===== config.mk =====
export PLATFORM = sky130hd
export DESIGN_NAME = hilo_collector
export DESIGN_NICKNAME = d
export VERILOG_FILES = /design/src/rtl/hilo_collector.sv
export SDC_FILE = /design/constraint.sdc
export NUM_CORES = 1
export LEC_CHECK = 0
export CORE_ASPECT_RATIO = 1.4
export CORE_MARGIN = 1
export CORE_UTILIZATION = 43
export DETAILED_ROUTE_END_ITERATION = 8
export GPL_ROUTABILITY_DRIVEN = 1
export HOLD_SLACK_MARGIN = 0.12
export PLACE_DENSITY = 0.84
export SYNTH_ARGS = -nofsm -noshare
export SYNTH_HDL_FRONTEND = slang
export SYNTH_SLANG_ARGS = --single-unit

===== constraint.sdc =====
create_clock -name clk -period 1.7 [get_ports clk]
set_clock_uncertainty 0.2 [all_clocks]
set_input_delay 0.17 -clock clk [delete_from_list [all_inputs] [get_ports clk]]
set_output_delay 0.17 -clock clk [all_outputs]
set_load 0.005 [all_outputs]

===== src/rtl/hilo_collector.sv =====
// hilo_collector: captures ALU results into HI/LO and a 2-entry writeback FIFO.
module hilo_collector (
  input  logic        clk,
  input  logic        reset,
  input  logic        res_valid,
  output logic        res_ready,
  input  logic [31:0] out_32,
  input  logic [63:0] out_64,
  input  logic        sign_hilo,
  input  logic [4:0]  rd_addr,
  input  logic [1:0]  mf_sel,
  output logic        wb_valid,
  input  logic        wb_ready,
  output logic [31:0] wb_data,
  output logic [4:0]  wb_addr,
  output logic [31:0] hi,
  output logic [31:0] lo,
  output logic [15:0] wb_count,
  output logic        err
);
  typedef enum logic [1:0] {EMPTY, ONE, FULL} state_t;
  state_t state;
  logic [36:0] e0, e1, rec;
  logic xfer, pop, push;
  always_comb begin
    res_ready = !reset && state != FULL;
    wb_valid  = !reset && state != EMPTY;
    wb_data   = wb_valid ? e0[31:0] : '0;
    wb_addr   = wb_valid ? e0[36:32] : '0;
    xfer      = res_valid && res_ready;
    pop       = wb_valid && wb_ready;
    push      = xfer && !sign_hilo && mf_sel != 2'b11 && rd_addr != 5'd0;
    rec       = {rd_addr, mf_sel == 2'b01 ? hi : mf_sel == 2'b10 ? lo : out_32};
  end
  // e0 is always the head; e1 only holds the second entry while FULL
  always_ff @(posedge clk) begin
    if (reset) begin
      state    <= EMPTY;
      hi       <= '0;
      lo       <= '0;
      wb_count <= '0;
      err      <= 1'b0;
      e0       <= '0;
      e1       <= '0;
    end else begin
      if (xfer && sign_hilo) begin
        hi <= out_64[63:32];
        lo <= out_64[31:0];
      end
      if (xfer && (sign_hilo ? mf_sel != 2'b00 : mf_sel == 2'b11)) err <= 1'b1;
      if (pop) wb_count <= wb_count + 16'd1;
      case (state)
        EMPTY: if (push) begin
          e0    <= rec;
          state <= ONE;
        end
        ONE: if (push && pop) e0 <= rec;
        else if (push) begin
          e1    <= rec;
          state <= FULL;
        end else if (pop) state <= EMPTY;
        FULL: if (pop) begin
          e0    <= e1;
          state <= ONE;
        end
        default: state <= EMPTY;
      endcase
    end
  end
endmodule


==> results.toml, run 1 <==
[worst_setup_path]
startpoint_type = "register"
r2r.worst_path.cells = 7
end_kind = "register"
reg2reg_to = "e0[36]"
ff2ff_setup_slack_ps = -450
required_ps = 1820
worstPathArrival_ps = 2270
path_class = "register to register"
critPathMaxFanout = 5
timing.rr.start = "state[1]"

[detailed_routing]
first_pass_iters = 5
drt_iter0_drc = 708
wl_per_cell_um = 23.5
ant_nets = 0
routed_via_density = 5.77
drc = 0
vias = 8965
routed_wl_um = 36500

[placed_design]
hpwl_um = 16900
placed_area_um2 = 10700
port_buffers = 227
place_ws_ps = -534
place_congestion = 0.870

[clock_network]
clock-sinks = 157
insertion_delay_ps = 440
htree_levels = 4
cts_tree = "done"
cts_buffers = 17
clockBufferDepth = 2
clk_pin_slew_ps = 70
root_buffer = "clkbuf_16"

[sta]
slew_headroom_pct = 49.5
post-route-min-period_ps = 2150
fmax_ghz = 0.465
setup_ws_ps = -448
tightest_slew_ps = 757
period_share_pct = 126
rsz0062_at_grt = "yes"
drv_slew = 0
hold_viol = 0
setup_viol = 198

[cells_and_area]
multi_input_area_um2 = 5050
layout-area-overhead-vs-synth_pct = 82.6
num_antenna_cells = 0
regArea_um2 = 3250
layout_commonest_cell = "clkdlybuf4s50_1"
final_cell_area_um2 = 14000
utilization_pct = 80.4
layout-drive-gt1-share_pct = 39.8
fill_cells = 950
num-nets-final = 1415
layout_common_cells = "clkdlybuf4s50_1, dfxtp_1, mux2i_1, nand2_1, buf_4"

[global_route]
grt_max_degree = 56
grt_pass1_vias = 8441
grtUsageTotal_pct = 31.8
grt_pass1_wl_um = 44400
antenna_found_initial = 0
overflow = 0

[power]
vdd_drop_max_v = 0.000558
swShare_pct = 27.0
combPwrFrac_pct = 18.2
switching_power_w = 0.00251
leakage_nw = 6.09
intPower_w = 0.00677
clockPowerShare_pct = 40.4
power_density_nw_per_um2 = 663
p_seq_share_pct = 41.3

[hold_path]
min_path_cells = 3
min-delay-start = "out_64[21]"
hold_class = "primary input to register"
holdPathEnd = "lo[21]"

[die]
dieArea_um2 = 18400
die_y_um = 160
ios = 228
rows = 57
fp.dieW_um = 115
core_area_um2 = 17400
initial_utilization_pct = 44.0

[logic_synthesis]
netlist_area_um2 = 7660
avgSynthCellArea_um2 = 8.21
synth.distinct_cells = 37
synthTopCellsByArea = "dfxtp_1, mux2i_1, nand2_1"
netlist_instances = 933
yosys.area.top_type = "dfxtp_1"
syn-num-nets = 1042
synth_top_area_share_pct = 41.0
synth-seq-cells = 157
synth_seq_area_share_pct = 41.0
yosys_warnings = 0

[flow_run]
cap_violations = 0

[outcome]
status = "complete, but fails checks"
violations = "setup timing"
==> area by class of cell <==
type                       instances  share of cell area (%)
timing repair buffer             428                    33.7
sequential                       157                    23.2
multi-input combinational        670                    36.1
clock inverter                     9                   0.626
inverter                          32                   0.859
tap                              236                    2.11
clock buffer                      22                    3.39
==> per-layer routing <==
| layer | global-route usage [%] | routed length (µm) | vias to the layer above |
|---|---|---|---|
| met1 | 32.8 | 12300 | 4302 |
| met2 | 57.1 | 18700 | 561 |
| li1 | - | - | 3893 |
| met3 | 7.32 | 2550 | 209 |
| met4 | 19.7 | 2940 | 0 |
| met5 | 0 | 0 | - |
==> stage by stage <==
step                      power, W  instances  hold slack (ps)  TNS (ps)
after CTS                  0.00890       1527              123    -37600
after global routing       0.00947       1554              127    -59270
after floorplan            0.00437        933              106     -5340
after global placement     0.00500       1411              241    -51630
final                      0.00928       1554              134    -51920
after detailed placement   0.00502       1411              255    -55260
==> flip-flops by register name, summed over array words and instances, names as in the netlist <==
| name | cells |
|---|---|
| state | 2 |
| lo | 32 |
| err | 1 |
| wb_count | 16 |
| e0 | 37 |
| e1 | 37 |
| hi | 32 |
==> power by group through the flow <==
stage               Clock [W]  Sequential [W]  Combinational [W]
global placement            0         0.00390            0.00111
finish                0.00375         0.00383            0.00169
detailed placement          0         0.00390            0.00112
CTS                   0.00369         0.00382            0.00140
floorplan                   0         0.00389           0.000478
global route          0.00388         0.00384            0.00175
==> synth_stat cells, drive strengths merged <==
library cell    n
nand4           6
inv            32
a2111oi         1
nor2b          33
or2             1
clkbuf         43
mux2i         100
a211oi          6
nor2           26
xnor2           2
xor2           13
a21oi         106
a21o            1
nand2b          3
and3b           1
mux2           31
a22o            1
a221oi          1
nor4b           2
and3            3
buf            31
and2           39
ha              1
nor3            6
nand3          38
a311o           1
nand2         183
and4            1
dfxtp         157
o21ai          64
==> how the worst max path moves through the flow <==
stage                       end  slack (ps)  startpoint  depth (start not counted)
floorplan                e1[10]        -120       reset                          8
global placement         e0[34]        -470   res_valid                          8
detailed placement       e0[32]        -530   res_valid                          8
global route             lo[22]        -490    state[1]                         11
finish                   e0[36]        -450    state[1]                          7
CTS                 wb_data[23]        -300    state[0]                          6
==> logic make-up (layout without fill, tap and decap cells) <==
| kind of cell | Yosys count | in the layout | synth area share (%) |
|---|---|---|---|
| buffers and inverters | 106 | 491 | 6.17 |
| muxes | 131 | 131 | 17.6 |
| and+or+nand+nor | 342 | 342 | 20.8 |
| xor gates and xnor gates | 15 | 15 | 1.71 |
| AOI/OAI and AO/OA | 181 | 181 | 12.5 |
| adders and majority gates | 1 | 1 | 0.163 |
| DFF | 157 | 157 | 41.0 |
==> what timing repair did <==
action | 4_1_cts | 5_1_grt
cloned | 15 | 18
endpoints found under the hold margin | 51 | 0
resized for setup | 311 | 365
pin swaps | 31 | 113
hold buffers | 51 | 0
setup endpoints to repair | 215 | 245
buffers inserted | 19 | 20
==> critical path: stages, from the launching register on <==
cell	delay, ps
dfxtp_4	360
buf_6	130
a2111oi_4	380
buf_4	200
and3_4	290
buf_12	150
nor3_1	50
a211oi_1	260
(Power assumes the default switching activity.)
==> run 2: changes to the inputs <==
--- a/config.mk
+++ b/config.mk
@@ -8,8 +8,9 @@
 export CORE_ASPECT_RATIO = 1.4
 export CORE_MARGIN = 1
 export CORE_UTILIZATION = 43
+export CTS_CLUSTER_DIAMETER = 30
 export DETAILED_ROUTE_END_ITERATION = 8
-export GPL_ROUTABILITY_DRIVEN = 1
+export GPL_ROUTABILITY_DRIVEN = 0
 export HOLD_SLACK_MARGIN = 0.12
 export PLACE_DENSITY = 0.84
 export SYNTH_ARGS = -nofsm -noshare
==> results of run 2 <==
No change in the layout: final DEF, timing and power equal those of run 1.
==> run 3: changes to the inputs <==
--- a/config.mk
+++ b/config.mk
@@ -11,8 +11,10 @@
 export CTS_CLUSTER_DIAMETER = 30
 export DETAILED_ROUTE_END_ITERATION = 8
 export GPL_ROUTABILITY_DRIVEN = 0
+export GPL_TIMING_DRIVEN = 0
 export HOLD_SLACK_MARGIN = 0.12
 export PLACE_DENSITY = 0.84
+export SETUP_SLACK_MARGIN = 0.3
 export SYNTH_ARGS = -nofsm -noshare
 export SYNTH_HDL_FRONTEND = slang
 export SYNTH_SLANG_ARGS = --single-unit
==> run 3 against run 2 <==
  * The flow still finishes with violations (setup timing)
  * Sequential share of layout area shrank 0.40 points
  * Sequential power is essentially flat
  * Wire length grew 11%
  * Setup slack lost 120 ps
  * Clock power grew 7.7%
  * Non-clock buffer count grew 56
  * Global-route usage grew 2.3 points
  * Cell count grew 3.9%
  * Critical path depth is the same
==> results.toml, run 3 (synthesized netlist as in run 1, its figures left out) <==
[die]
initial_utilization_pct = 44.0
dieArea_um2 = 18400
rows = 57
ios = 228
die_y_um = 160
fp.dieW_um = 115
core_area_um2 = 17400

[sta]
setup_ws_ps = -569
fmax_ghz = 0.441
tightest_slew_ps = 1090
rsz0062_at_grt = "yes"
period_share_pct = 133
slew_headroom_pct = 27.1
setup_viol = 191
tns_ps = -40380
holdWs_ps = 165
post-route-min-period_ps = 2270
hold_viol = 0
drv_slew = 0

[power]
swShare_pct = 27.6
vdd_drop_max_v = 0.000851
switching_power_w = 0.00264
power_density_nw_per_um2 = 665
combPwrFrac_pct = 17.8
intPower_w = 0.00693
p_seq_share_pct = 39.9
clockPowerShare_pct = 42.2
leakage_nw = 5.95

[worst_setup_path]
startpoint_type = "primary input"
reg2reg_to = "e0[31]"
crit_family = "compound AO/OA/AOI/OAI gates"
r2r.worst_path.cells = 4
critPathMaxFanout = 10
worstPathArrival_ps = 2430
ff2ff_setup_slack_ps = -540
timing.rr.start = "hi[31]"
cpPeakStageDelay_ps = 770
path_class = "primary input to register"
end_kind = "register"
crit_chain = "buf_2, buf_4, buf_4, mux2i_1, a21oi_1, mux2i_1, a221oi_2"
path_buf_inv = 3
required_ps = 1860
cp_slowest_cell = "a21oi_1"

[hold_path]
min_path_cells = 3
hold_class = "primary input to register"
min-delay-start = "out_64[36]"
holdPathEnd = "hi[4]"

[clock_network]
htree_levels = 4
clockBufferDepth = 2
cts_tree = "done"
clock-sinks = 157
cts_buffers = 17
clk_pin_slew_ps = 70
insertion_delay_ps = 450
root_buffer = "clkbuf_16"

[flow_run]
cap_violations = 0

[global_route]
grtUsageTotal_pct = 34.1
antenna_found_initial = 2
grt_pass1_wl_um = 47100
overflow = 0
grt_pass1_vias = 8988
grt_max_degree = 17

[detailed_routing]
routed_wl_um = 40600
drt_iter0_drc = 777
ant_nets = 0
first_pass_iters = 5
drc = 0
wl_per_cell_um = 25.1
vias = 9638
routed_via_density = 5.97

[cells_and_area]
layout-drive-gt1-share_pct = 48.5
final_cells = 1614
layout_commonest_cell = "nand2_1"
num-nets-final = 1472
largestRegisters = "e0: 37 flops, e1: 37 flops"
layout_common_cells = "nand2_1, clkdlybuf4s50_1, mux2i_1, a21oi_2, dfxtp_1"
fill_cells = 863
final_cell_area_um2 = 14400
layout-area-overhead-vs-synth_pct = 87.8

[placed_design]
port_buffers = 224
hpwl_um = 18900
place_inst = 1393
placed_area_um2 = 10300

[outcome]
violations = "setup timing"
status = "complete, but fails checks"
[run 3: changes by cell type in the layout (fill, tap and decap cells not counted), moves of 25 or more]
cell | previous run | this run
buf_6 | 48 | 75
a21oi_2 | 49 | 80
a21oi_1 | 57 | 25
nand2_2 | 38 | 13
clkbuf_2 | 2 | 33
dlymetal6s2s_1 | 30 | 0
clkdlybuf4s50_1 | 137 | 103
o21ai_1 | 36 | 4
clkdlybuf4s15_1 | 0 | 30
[run 3: power groups by stage]
stage | sequential [W] | combinational (W) | clock [W]
3_5_place_dp | 0.00390 | 0.00104 | 0
6_report | 0.00382 | 0.00171 | 0.00404
4_1_cts | 0.00381 | 0.00130 | 0.00390
5_1_grt | 0.00382 | 0.00176 | 0.00418
2_1_floorplan | 0.00388 | 0.000484 | 0
3_3_place_gp | 0.00390 | 0.00102 | 0
[run 3: layout make-up]
class                   count  area, µm²  share of cell area, %
diodes                      2       5.00                 0.0348
plain buffers              73        669                   4.65
clock buffers              21        450                   3.13
clock inverters            11        143                  0.991
inverters                  32        123                  0.852
multi-input cells         671       5390                   37.4
flip-flops and latches    157       3280                   22.8
well taps                 236        295                   2.05
repair buffers            411       4030                   28.0
[run 3: worst max path at each step]
stage | startpoint | to | depth (start not counted)
6_report | mf_sel[1] | e0[31] | 7
3_5_place_dp | state[1] | wb_data[11] | 6
5_1_grt | mf_sel[1] | e0[31] | 7
2_1_floorplan | reset | e1[10] | 8
4_1_cts | state[0] | wb_data[15] | 7
3_3_place_gp | state[1] | wb_data[12] | 6
[run 3: tightest hold or removal path, stage by stage]
cell	delay, ps
clkdlybuf4s50_1	470
nand2_4	100
a21oi_2	40
[run 3: per-layer routing]
layer  track usage, %  up-vias  share of wire (%)
li1                 -     4004                  -
met1             32.8     4571                 31
met2             61.3      744                 49
met3             9.22      319                9.2
met4             24.6        0                 10
met5                0        -                  0
[run 3: repair_timing]
action | in CTS | in global routing
hold endpoints to repair | 86 | 0
hold buffers | 66 | 0
pin swaps | 73 | 163
resized for setup | 601 | 440
cloned | 11 | 7
setup buffers | 63 | 41
setup endpoints to repair | 277 | 268
[run 3: per-stage QoR]
step,setup slack [ps],total power [W],utilization (%)
6_report,-569,0.00957,82.7
5_1_grt,-719,0.00976,82.7
4_1_cts,-330,0.00901,73.6
3_5_place_dp,-790,0.00494,59.1
3_3_place_gp,-758,0.00492,59.1
2_1_floorplan,-112,0.00437,-
